### src/rtl/draw_rectangle_clip.sv
// draw_rectangle_clip: clipped filled/outline rectangle rasteriser.
// Emits one pixel per enabled cycle, row-major, no bubbles between rows.
module draw_rectangle_clip #(
   parameter int CORDW = 16
) (
   input  logic                    clk,
   input  logic                    reset_i,
   input  logic                    ena_draw_i,
   input  logic                    start_i,
   input  logic                    mode_i,
   input  logic signed [CORDW-1:0] x0_i,
   input  logic signed [CORDW-1:0] y0_i,
   input  logic signed [CORDW-1:0] x1_i,
   input  logic signed [CORDW-1:0] y1_i,
   input  logic signed [CORDW-1:0] clip_x0_i,
   input  logic signed [CORDW-1:0] clip_y0_i,
   input  logic signed [CORDW-1:0] clip_x1_i,
   input  logic signed [CORDW-1:0] clip_y1_i,
   output logic signed [CORDW-1:0] x_o,
   output logic signed [CORDW-1:0] y_o,
   output logic                    drawing_o,
   output logic                    busy_o,
   output logic                    done_o
);

   typedef enum logic [1:0] {
      S_IDLE,
      S_INIT,
      S_EMIT,
      S_DONE
   } state_t;

   state_t state_q, state_d;

   logic signed [CORDW-1:0] xa_q, xb_q, ya_q, yb_q;
   logic signed [CORDW-1:0] cx0_q, cy0_q, cx1_q, cy1_q;
   logic signed [CORDW-1:0] x_q, y_q, x_d, y_d;
   logic                    mode_q;

   logic signed [CORDW-1:0] cxl, cxr, cyt, cyb;
   logic signed [CORDW-1:0] in_x, row_r, rs_x, rs_y;
   logic                    empty, lvis, rvis;
   logic                    cur_edge, in_ok, row_edge, rs_ok;

   // Clipped bounds and visibility of the vertical outline edges
   assign cxl   = (xa_q > cx0_q) ? xa_q : cx0_q;
   assign cxr   = (xb_q < cx1_q) ? xb_q : cx1_q;
   assign cyt   = (ya_q > cy0_q) ? ya_q : cy0_q;
   assign cyb   = (yb_q < cy1_q) ? yb_q : cy1_q;
   assign empty = (cxl > cxr) || (cyt > cyb);
   assign lvis  = (xa_q >= cx0_q) && (xa_q <= cx1_q);
   assign rvis  = (xb_q != xa_q) && (xb_q >= cx0_q) && (xb_q <= cx1_q);

   // Next pixel within the current row (edge rows span, interior rows jump)
   assign cur_edge = !mode_q || (y_q == ya_q) || (y_q == yb_q);
   assign in_ok    = cur_edge ? (x_q < cxr) : ((x_q == xa_q) && rvis);
   assign in_x     = cur_edge ? (x_q + CORDW'(1)) : xb_q;

   // Candidate next row; only used when it does not pass cyb
   assign row_r    = (state_q == S_INIT) ? cyt : (y_q + CORDW'(1));
   assign row_edge = !mode_q || (row_r == ya_q) || (row_r == yb_q);

   // First pixel of the next non-empty row; empty interior rows skip to yb
   always_comb begin
      rs_ok = 1'b0;
      rs_x  = cxl;
      rs_y  = row_r;
      if (row_edge) begin
         rs_ok = 1'b1;
      end else if (lvis || rvis) begin
         rs_ok = 1'b1;
         rs_x  = lvis ? xa_q : xb_q;
      end else if (yb_q <= cyb) begin
         rs_ok = 1'b1;
         rs_y  = yb_q;
      end
   end

   // State register
   always_ff @(posedge clk) begin
      if (reset_i) state_q <= S_IDLE;
      else         state_q <= state_d;
   end

   // Next-state and next-pixel logic
   always_comb begin
      state_d = state_q;
      x_d     = x_q;
      y_d     = y_q;
      unique case (state_q)
         S_IDLE: begin
            if (start_i) state_d = S_INIT;
         end
         S_INIT: begin
            if (empty || !rs_ok) begin
               state_d = S_DONE;
            end else begin
               state_d = S_EMIT;
               x_d     = rs_x;
               y_d     = rs_y;
            end
         end
         S_EMIT: begin
            if (ena_draw_i) begin
               if (in_ok) begin
                  x_d = in_x;
               end else if ((y_q < cyb) && rs_ok) begin
                  x_d = rs_x;
                  y_d = rs_y;
               end else begin
                  state_d = S_DONE;
               end
            end
         end
         S_DONE: begin
            state_d = S_IDLE;
         end
      endcase
   end

   // Pixel position and latched shape/clip parameters
   always_ff @(posedge clk) begin
      if (reset_i) begin
         x_q    <= '0;
         y_q    <= '0;
         xa_q   <= '0;
         xb_q   <= '0;
         ya_q   <= '0;
         yb_q   <= '0;
         cx0_q  <= '0;
         cy0_q  <= '0;
         cx1_q  <= '0;
         cy1_q  <= '0;
         mode_q <= 1'b0;
      end else begin
         x_q <= x_d;
         y_q <= y_d;
         if (state_q == S_IDLE && start_i) begin
            xa_q   <= (x0_i < x1_i) ? x0_i : x1_i;
            xb_q   <= (x0_i < x1_i) ? x1_i : x0_i;
            ya_q   <= (y0_i < y1_i) ? y0_i : y1_i;
            yb_q   <= (y0_i < y1_i) ? y1_i : y0_i;
            cx0_q  <= clip_x0_i;
            cy0_q  <= clip_y0_i;
            cx1_q  <= clip_x1_i;
            cy1_q  <= clip_y1_i;
            mode_q <= mode_i;
         end
      end
   end

   // Outputs decoded from state
   always_comb begin
      x_o       = x_q;
      y_o       = y_q;
      drawing_o = (state_q == S_EMIT);
      busy_o    = (state_q == S_INIT) || (state_q == S_EMIT);
      done_o    = (state_q == S_DONE);
   end

endmodule

### config.mk
export PLATFORM = sky130hd
export DESIGN_NAME = draw_rectangle_clip
export DESIGN_NICKNAME = d
export VERILOG_FILES = /design/src/rtl/draw_rectangle_clip.sv
export SDC_FILE = /design/constraint.sdc
export NUM_CORES = 1
export LEC_CHECK = 0
export CORE_UTILIZATION = 48
export DETAILED_ROUTE_END_ITERATION = 10
export GPL_ROUTABILITY_DRIVEN = 0
export PLACE_DENSITY_LB_ADDON = 0.15
export SLEW_MARGIN = 0
export SYNTH_ARGS = -nofsm -noshare
export SYNTH_HDL_FRONTEND = slang
export SYNTH_SLANG_ARGS = --single-unit
export TNS_END_PERCENT = 50
### constraint.sdc
create_clock -name clk -period 6.05 [get_ports clk]
set_input_delay 1.5125 -clock clk [delete_from_list [all_inputs] [get_ports clk]]
set_output_delay 1.5125 -clock clk [all_outputs]
set_load 0.03 [all_outputs]
==> results.yml <==
sta:
  max_slew_margin: 0.121
  max_clock_freq_mhz: 173
  final.setup_skew_ns: 0.0119
  finalSetupViolCount: 0
  layout_min_cycle_time_ns: 5.78
  final.setup.worst_slack_ns: 0.267
  rsz0062_at_grt: "false"
  timing.hold.ws_ns: 0.458
  worstMarginPinSlew_ns: 1.32
  finalHoldViolCount: 0
  final_max_slew_viol_count: 0
  setup_tns_ns: 0
  post-route-period-util: 0.956
cts:
  clk_latency_ns: 0.45
  holdBufCountCts: 0
  cts_tree: "yes"
  cts_made_buffers: 17
  cts_root_buf: "clkbuf_16"
  h-tree-depth: 4
  clock_path_buffers: 2
  cts.reportedPaths.clkPinSlew_ns: 0.08
  clock-sinks: 163
final_layout:
  num_antenna_cells: 0
  num-fill-cells: 3131
  fin_nets: 2665
  most-common-layout-cells: "268 x nand2_1, 204 x ha_1, 195 x a21oi_1"
  stdcell_count: 2788
  final_common_cell: "nand2_1"
  drive_gt1_frac: 0.119
  syn_to_final_growth_pct: 19.1
pwr:
  intPower_uw: 5060
  p_sw_frac: 0.536
  p_seq_frac: 0.166
  p_sw_uw: 5840
  total_power_uw: 10900
  power_frac_comb: 0.728
  powerDensity_nw_per_um2: 551
  clkPwrFrac: 0.106
  ir_drop_v: 0.000267
  cellLeakagePower_uw: 0.00867
placed_design:
  dp.cells: 2753
  numPortBuffers: 167
  dp_slack_ns: -0.0182
  hpwl_um: 47400
job:
  cap_violations: 0
global_routing:
  grt.total_usage: 0.344
  use_met3: 0.0754
  antenna_found_initial: 0
  busiest_layer: "met1"
  grt_max_degree: 74
  grt_pass1_wl_um: 95100
  grt_use_met2: 0.475
  gr-total-overflow: 0
  gr-usage-met1: 0.521
  grt_pass1_vias: 16382
logic_synthesis:
  syn_inst: 2168
  synth_top_area_frac: 0.197
  synth_fp_nets: 2506
  synth_area_leaders: "dfxtp_1 20%, ha_1 15%, nand2_1 6.1%"
  yosysWarnings: 0
  synth_cell_types: 90
  postSynthAreaPerCell_um2: 7.65
  seq_area_frac_synth: 0.197
  syn_area_um2: 16600
  async_flop_share: 0
  synth_seq_cells: 163
  synthFlopType: "dfxtp_1"
  synth_edf_count: 0
  yosys.area.top_type: "dfxtp_1"
status:
  outcome: "completed"
floorplanning:
  start_util: 0.491
  core.rowCount: 67
  pin_count: 168
  die_h_um: 188
  die-area_um2: 35300
  die_width_um: 188
  core-area_um2: 33800
worst_setup_path:
  worstRegToRegCells: 20
  critPathArrivalTime_ns: 6.16
  critPathMaxFanout: 16
  path_class: "reg -> reg"
  end_kind: "flop"
  start_kind: "flop"
  cp.required_ns: 6.42
drt:
  drt-initial-drc-count: 2528
  wl_per_cell_um: 22.1
  viasPerCell: 6.36
  num_vias: 17743
  final_antenna_net_count: 0
  route.detailed.drc: 0
  first_pass_iters: 8
  drt_wl_total_um: 61600
min_path:
  hold_path_class: "reg -> reg"
  holdPathStages: 2
==> per-stage QoR <==
stage	instance area (um^2)	utilization
floorplan	16600	-
CTS	19700	0.584
detailed placement	19100	0.566
finish	19800	0.585
global placement	19100	0.566
global route	19800	0.585
==> cells in the mapped netlist, types with 14 or more instances <==
master      n
nand2b_1   16
nor3_1     30
nand2_1   269
mux2i_1    74
nor4_1     20
o21bai_1   24
or2_2      24
xnor2_1    28
dfxtp_1   163
a21oi_1   196
mux2_2     31
clkbuf_1  100
a21o_1     56
ha_1      205
buf_1      17
o22ai_1    18
o311ai_0   16
a311oi_1   19
o21ai_0    60
nand4_1    40
buf_2      14
or4_1      14
nand3_1    62
o211ai_1   19
a211oi_1   38
nor2_1    159
inv_1     126
xor2_1     81
nor2b_1    33
o221a_2    30
==> final cells by class <==
type / instances / area (um^2) / area share
repair buffers: 280 / 2530 / 0.128
flip-flops and latches: 163 / 3270 / 0.165
multi-input cells: 1739 / 12300 / 0.624
well taps: 448 / 561 / 0.0284
clock inverters: 15 / 181 / 0.00918
inverters: 126 / 473 / 0.0239
clock buffers: 17 / 425 / 0.0215
==> cell families (layout without fill, tap and decap cells) <==
| group | after synthesis | after routing | share of synthesized area |
|---|---|---|---|
| simple gates | 729 | 729 | 0.210 |
| flops | 163 | 163 | 0.197 |
| xor+xnor | 109 | 109 | 0.0575 |
| compound gates | 591 | 591 | 0.251 |
| mux | 105 | 105 | 0.0657 |
| fa+ha+maj | 205 | 205 | 0.155 |
| buf+inv | 266 | 438 | 0.0646 |
==> registers in the layout, summed over array words and instances (netlist names) <==
register / count
cx0_q: 16
cx1_q: 16
cy0_q: 16
cy1_q: 16
x_o: 16
xa_q: 16
xb_q: 16
y_o: 16
ya_q: 16
yb_q: 16
state_q: 2
mode_q: 1
==> routing by layer <==
| metal | up-vias | share of wire |
|---|---|---|
| met3 | 145 | 0.12 |
| met1 | 8293 | 0.46 |
| li1 | 8210 | - |
| met5 | - | 0 |
| met2 | 1095 | 0.39 |
| met4 | 0 | 0.031 |
==> worst max-delay path, cell delays in order (launching register included) <==
cell and delay [ns]:
dfxtp_1 0.40, inv_1 0.09, ha_1 0.34, nand4_2 0.19, nor3_1 0.37, a2111oi_4 0.15
a211oi_2 0.51, buf_4 0.27, nor3_1 0.07, a21oi_1 0.31, inv_1 0.08, ha_1 0.31
nand4_1 0.10, or4b_2 0.62, o31ai_1 0.24, mux2_2 0.37, o311ai_0 0.14, clkbuf_2 0.27
o311ai_2 0.20, a211o_4 0.47, o211ai_1 0.21
==> path summary, 6_finish.rpt <==
check             from        to  slack, ns
max reg2reg  cy0_q[15]    x_o[4]       0.27
min           cy1_q[6]  cy1_q[6]       0.46
max          cy0_q[15]    x_o[4]       0.27
min reg2reg   cy1_q[6]  cy1_q[6]       0.46
==> power by group through the flow <==
stage	combinational, uW	sequential (uW)	clock, uW
final	7930	1810	1160
after global placement	7390	1800	0
after global routing	8550	1830	1200
after CTS	7620	1790	1150
after detailed placement	7560	1810	0
after floorplan	5150	1830	0
==> timing repair <==
item	4_1_cts	5_1_grt
endpoints found under the setup margin	16	32
buffers inserted	0	2
pin swaps	0	0
resized for setup	2	10
Note: power is estimated with default switching activity, not from simulation.
